### config.mk
export PLATFORM = sky130hd
export DESIGN_NAME = jtframe_dwnld_pack
export DESIGN_NICKNAME = d
export VERILOG_FILES = /design/src/rtl/jtframe_dwnld_pack.sv
export SDC_FILE = /design/constraint.sdc
export NUM_CORES = 1
export LEC_CHECK = 0
export CAP_MARGIN = 20
export CORE_MARGIN = 8
export CORE_UTILIZATION = 54
export CTS_BUF_LIST = sky130_fd_sc_hd__clkbuf_16
export DETAILED_ROUTE_END_ITERATION = 8
export HOLD_SLACK_MARGIN = 0.03
export PLACE_DENSITY = 0.79
export SLEW_MARGIN = 20
export SYNTH_ARGS = -nofsm -noshare
export SYNTH_HDL_FRONTEND = slang
export SYNTH_SLANG_ARGS = --single-unit
### constraint.sdc
create_clock -name clk -period 3.2 [get_ports clk]
set_input_delay 0.64 -clock clk [delete_from_list [all_inputs] [get_ports clk]]
set_output_delay 0.64 -clock clk [all_outputs]
set_load 0.02 [all_outputs]
### src/rtl/jtframe_dwnld_pack.sv
// Packs the ioctl download byte stream into 16-bit SDRAM words with byte masks and bank routing.
// A small FIFO absorbs ioctl bursts. Bytes in the PROM region go out on a separate byte-wide port.
module jtframe_dwnld_pack #(
  parameter int          AW         = 22,
  parameter logic [24:0] HEADER     = 25'd0,
  parameter logic [24:0] PROM_START = ~25'd0,
  parameter logic [24:0] BA1_START  = ~25'd0,
  parameter logic [24:0] BA2_START  = ~25'd0,
  parameter logic [24:0] BA3_START  = ~25'd0,
  parameter bit          SWAB       = 1'b0,
  parameter int          FIFO_DW    = 2
) (
  input  logic          clk,
  input  logic          rst_n,
  input  logic          downloading,
  input  logic [24:0]   ioctl_addr,
  input  logic [7:0]    ioctl_data,
  input  logic          ioctl_wr,
  output logic          header,
  output logic [AW-1:0] prog_addr,
  output logic [15:0]   prog_data,
  output logic [1:0]    prog_mask,
  output logic [1:0]    prog_ba,
  output logic          prog_we,
  input  logic          sdram_ack,
  output logic [21:0]   prom_addr,
  output logic [7:0]    prom_data,
  output logic          prom_we,
  output logic          ovf,
  output logic          done
);

  localparam logic [24:0] UNUSED = '1;
  localparam int DEPTH = 1 << FIFO_DW;
  localparam logic [FIFO_DW:0] FULL_CNT = (FIFO_DW+1)'(DEPTH);

  typedef enum logic [1:0] {ST_IDLE, ST_LOAD, ST_FLUSH} state_t;

  typedef struct packed {
    logic [1:0]    ba;
    logic [AW-1:0] addr;
    logic [15:0]   data;
    logic [1:0]    mask;
  } word_t;

  state_t state;

  logic [24:0]   part_addr, bank_start;
  logic [AW:0]   eff;
  logic [1:0]    byte_ba;
  logic [AW-1:0] byte_word;
  logic          byte_lane, is_prom;
  logic [21:0]   prom_off;

  if (HEADER != 25'd0) begin : g_header
    assign header = ioctl_addr < HEADER;
  end else begin : g_no_header
    assign header = 1'b0;
  end

  assign part_addr = ioctl_addr - HEADER;
  assign is_prom   = (PROM_START != UNUSED) && (part_addr >= PROM_START);
  assign prom_off  = 22'(part_addr - PROM_START);

  // Later banks override earlier ones, so the highest matching bank wins.
  // NOTE: every always_comb output gets a default first so no path leaves it unassigned (no latch).
  always_comb begin
    byte_ba    = 2'd0;
    bank_start = 25'd0;
    if (BA1_START != UNUSED && part_addr >= BA1_START) begin
      byte_ba    = 2'd1;
      bank_start = BA1_START;
    end
    if (BA2_START != UNUSED && part_addr >= BA2_START) begin
      byte_ba    = 2'd2;
      bank_start = BA2_START;
    end
    if (BA3_START != UNUSED && part_addr >= BA3_START) begin
      byte_ba    = 2'd3;
      bank_start = BA3_START;
    end
  end

  assign eff       = (AW+1)'(part_addr - bank_start);
  assign byte_word = eff[AW:1];
  assign byte_lane = eff[0] ^ SWAB;

  // Pending half-word waiting for its partner lane
  logic          pend_valid, pend_lane;
  logic [AW-1:0] pend_word;
  logic [1:0]    pend_ba;
  logic [7:0]    pend_byte;

  word_t pend_entry, merged_entry, push_entry;
  logic  accept, push, pend_load, pend_clear, prom_hit;

  assign accept = (state == ST_LOAD) && ioctl_wr && !header;

  always_comb begin
    pend_entry.ba   = pend_ba;
    pend_entry.addr = pend_word;
    pend_entry.data = {2{pend_byte}};
    pend_entry.mask = pend_lane ? 2'b10 : 2'b01;

    merged_entry.ba   = pend_ba;
    merged_entry.addr = pend_word;
    merged_entry.data = byte_lane ? {pend_byte, ioctl_data} : {ioctl_data, pend_byte};
    merged_entry.mask = 2'b00;
  end

  always_comb begin
    push       = 1'b0;
    push_entry = pend_entry;
    pend_load  = 1'b0;
    pend_clear = 1'b0;
    prom_hit   = 1'b0;
    if (accept) begin
      if (is_prom) begin
        prom_hit   = 1'b1;
        push       = pend_valid;
        pend_clear = 1'b1;
      end else if (!pend_valid) begin
        pend_load = 1'b1;
      end else if (pend_word == byte_word && pend_ba == byte_ba && pend_lane != byte_lane) begin
        push       = 1'b1;
        push_entry = merged_entry;
        pend_clear = 1'b1;
      end else begin
        push      = 1'b1;
        pend_load = 1'b1;
      end
    end else if (state == ST_FLUSH && pend_valid) begin
      push       = 1'b1;
      pend_clear = 1'b1;
    end
  end

  // Word FIFO towards the SDRAM controller
  word_t              mem [DEPTH];
  word_t              head;
  logic [FIFO_DW-1:0] wr_ptr, rd_ptr;
  logic [FIFO_DW:0]   count;
  logic               full, pop, do_push, drop, drained;

  assign full    = count == FULL_CNT;
  assign prog_we = count != '0;
  assign pop     = prog_we && sdram_ack;
  assign do_push = push && (!full || pop);
  assign drop    = push && full && !pop;
  assign drained = (count == '0) && !pend_valid;
  assign done    = (state == ST_FLUSH) && drained;

  // NOTE: the storage array has no reset; count gates every read, so stale contents never escape.
  always_ff @(posedge clk) begin
    if (do_push) mem[wr_ptr] <= push_entry;
  end

  assign head      = prog_we ? mem[rd_ptr] : '0;
  assign prog_ba   = head.ba;
  assign prog_addr = head.addr;
  assign prog_data = head.data;
  assign prog_mask = head.mask;

  // NOTE: sequential state uses non-blocking assignments so every register samples pre-edge values.
  always_ff @(posedge clk or negedge rst_n) begin
    if (!rst_n) begin
      wr_ptr <= '0;
      rd_ptr <= '0;
      count  <= '0;
    end else begin
      if (do_push) wr_ptr <= wr_ptr + FIFO_DW'(1);
      if (pop)     rd_ptr <= rd_ptr + FIFO_DW'(1);
      case ({do_push, pop})
        2'b10:   count <= count + (FIFO_DW+1)'(1);
        2'b01:   count <= count - (FIFO_DW+1)'(1);
        default: ;
      endcase
    end
  end

  always_ff @(posedge clk or negedge rst_n) begin
    if (!rst_n) begin
      state      <= ST_IDLE;
      pend_valid <= 1'b0;
      pend_lane  <= 1'b0;
      pend_word  <= '0;
      pend_ba    <= 2'd0;
      pend_byte  <= 8'd0;
      prom_we    <= 1'b0;
      prom_addr  <= 22'd0;
      prom_data  <= 8'd0;
      ovf        <= 1'b0;
    end else begin
      prom_we <= prom_hit;
      if (prom_hit) begin
        prom_addr <= prom_off;
        prom_data <= ioctl_data;
      end

      if (pend_load) begin
        pend_valid <= 1'b1;
        pend_lane  <= byte_lane;
        pend_word  <= byte_word;
        pend_ba    <= byte_ba;
        pend_byte  <= ioctl_data;
      end else if (pend_clear) begin
        pend_valid <= 1'b0;
      end

      case (state)
        ST_IDLE: if (downloading) begin
          state <= ST_LOAD;
          ovf   <= 1'b0;
        end
        ST_LOAD:  if (!downloading) state <= ST_FLUSH;
        ST_FLUSH: if (drained) state <= ST_IDLE;
        default:  state <= ST_IDLE;
      endcase

      // Dropped data wins over the clear on download start
      if (drop || (ioctl_wr && state != ST_LOAD)) ovf <= 1'b1;
    end
  end

endmodule

==> impl_metrics.toml <==
[clocking]
root_buffer = "clkbuf_16"
cts_tree = "done"
cts_buffers = 21
clock-sinks = 202
clock_path_buffers = 3
clk_latency_ns = 0.49
htree_levels = 1
post-cts-setup-buffer-count = 0
path_clk_slew_ns = 0.06

[sta]
whs_ns = 0.106
slew_viol_final = 0
skew_ns = 0.0118
setup_viol = 0
grt_setup_unrepaired = "false"
final-hold-violation-count = 0
fmax_mhz = 325
period_needed_ns = 3.08
fin_crit_sh_pct = 96.2

[synthesis]
syn-cell-area_mm2 = 0.00852
synth-async-reset-ratio_pct = 20.8
yosysWarnings = 0
yosys.area.top_type_share_pct = 56.4
post_synth.cell_area_avg_um2 = 18.2
ys_seq_area_share_pct = 68.7
synth_edf_count = 160
synth_top_area_cell = "edfxtp_1"
ys_ff_latch = 202
synth-main-ff-cell = "edfxtp_1"
ys_top_cells_by_area = "edfxtp_1 (56%), dfrtp_1 (12%), mux4_2 (11%)"
synthCells = 468
ys_types = 38

[power_and_ir_drop]
p_per_area_mw_per_mm2 = 965
vdd_ir_drop_max_mv = 0.657
power_mw = 9.94
cellLeakagePower_nw = 3.71

[worst_setup_path]
cp_cell_sequence = "or3_1, buf_4, and2_1, clkdlybuf4s50_1"
crit_buf_inv = 2
crit_slowest_cell = "clkdlybuf4s50_1"
crit_family = "buffers and inverters"
critPathMaxStageDelay_ns = 0.55
critPathLaunchType = "flip-flop"
crit_fanout = 43
crit_type = "reg2out"
worstPathArrival_ns = 2.44
critPathCaptureType = "output pin"
regToRegSetupSlack_ns = 0.67
crit_required_ns = 2.56

[global_route]
grt_usage_pct = 17.4
grt_pass1_vias = 4759
grt_max_degree = 44
grt-ovfl-total = 0
antenna_found_initial = 0
grt_pass1_wl_mm = 26.9

[layout]
fin_util_pct = 65.8
mostFrequentLayoutCell = "edfxtp_1"
seq_area_mm2 = 0.00586
nNetsFinal = 620
drive_above_1_share_pct = 26.7
num-fill-cells = 1072
final_cell_mix = "edfxtp_1 (160), clkdlybuf4s50_1 (77), mux2_2 (48)"
area_delta_synth_final_pct = 20.8
multiInputGateArea_mm2 = 0.00244
diodes = 0

[die]
row_count = 46
die_area_mm2 = 0.0201
initial_core_util_pct = 54.5
coreArea_mm2 = 0.0157
ios = 115
fp.dieH_um = 142
chipWidth_um = 142

[route]
met1_length_mm = 7.05
ant_nets = 0
dr.pass1.iters = 4
drc_errors = 0
wl_met2_mm = 8.48
avgRoutedWirePerCell_um = 21.0
route.vias.total = 4348
routed_via_density = 5.39
wl_met3_um = 984
drt_iter0_drc = 249
top_layer = "met4"
routed_wl_mm = 17.0

[hold_path]
min_path_type = "in2async"

[placement]
io_buffers = 78
gp_congestion = 0.736
dp_hpwl_mm = 10.9

[run]
maxCapViolCount = 0

[outcome]
status = "complete, no violations"
through the flow:
stage          worst slack [ns]  std cells  area (µm²)  TNS, ns
2_1_floorplan             0.255        501        8650        0
3_3_place_gp            -0.0115        769        9650  -0.0623
3_5_place_dp            -0.0300        769        9650   -0.413
4_1_cts                  0.0673        807       10300        0
5_1_grt                 0.00474        807       10300        0
6_report                  0.121        807       10300        0
where the power goes:
group          leakage, nW  internal [mW]  total (mW)  switching (mW)
sequential            1.94           3.64        4.06           0.420
combinational         1.42           1.84        3.59            1.75
clock                0.347           1.35        2.30           0.946
total                 3.71           6.83        9.94            3.12
synthesized netlist by cell type (all sizes together), types with 2 or more instances:
library cell	instances
and2	45
and4	2
buf	45
clkbuf	9
dfrtp	42
edfxtp	160
ha	5
inv	8
mux2	48
mux4	40
nand2	4
nand4	3
nor2	4
nor4	6
o22ai	2
xnor2	5
xor2	24
metal layers:
metal,vias up,GRT usage (%)
met5,-,0
met4,0,5.77
met3,34,3.02
met2,146,29.7
met1,2240,22.1
li1,1928,-
kinds of logic after synthesis:
| kind of cell | Yosys count | share of synthesized area [%] |
|---|---|---|
| other | 1 | 0.0440 |
| DFF | 202 | 68.7 |
| xor gates and xnor gates | 29 | 2.98 |
| muxes | 89 | 17.0 |
| and+or+nand+nor | 71 | 5.33 |
| adders and majority gates | 6 | 0.969 |
| buffers and inverters | 62 | 4.32 |
| AOI/OAI and AO/OA | 8 | 0.646 |
flip-flops by register name, summed over array words and instances, names as in the netlist:
| name | flops |
|---|---|
| count | 3 |
| mem | 160 |
| rd_ptr | 2 |
| pend_lane | 1 |
| pend_word | 22 |
| pend_valid | 1 |
| pend_byte | 8 |
| wr_ptr | 2 |
| ovf | 1 |
| state | 2 |
cell type report:
cell class,count,share of cell area [%]
Sequential cell,202,56.9
Multi-Input combinational cell,237,23.7
Timing Repair Buffer,106,10.2
Clock buffer,21,5.10
Tap cell,216,2.62
Clock inverter,17,1.21
Inverter,8,0.292
final timing paths:
check,from,to,cells after the start
setup / recovery,count[0]$_DFFE_PN0P_,prog_addr[7],4
hold / removal,rst_n,pend_word[18]$_DFFE_PN0P_,1
setup reg to reg,pend_word[0]$_DFFE_PN0P_,mem[3][12]$_DFFE_PP_,7
hold reg to reg,state[1]$_DFFE_PN0P_,state[0]$_DFFE_PN0P_,1
max in group asynchronous,rst_n,pend_byte[5]$_DFFE_PN0P_,2
min in group clk,state[1]$_DFFE_PN0P_,state[0]$_DFFE_PN0P_,1
what timing repair did:
item | CTS | global route
resized for setup | 1 | 0
hold buffers | 0 | 0
endpoints found under the setup margin | 1 | 0
(Power assumes the default switching activity.)
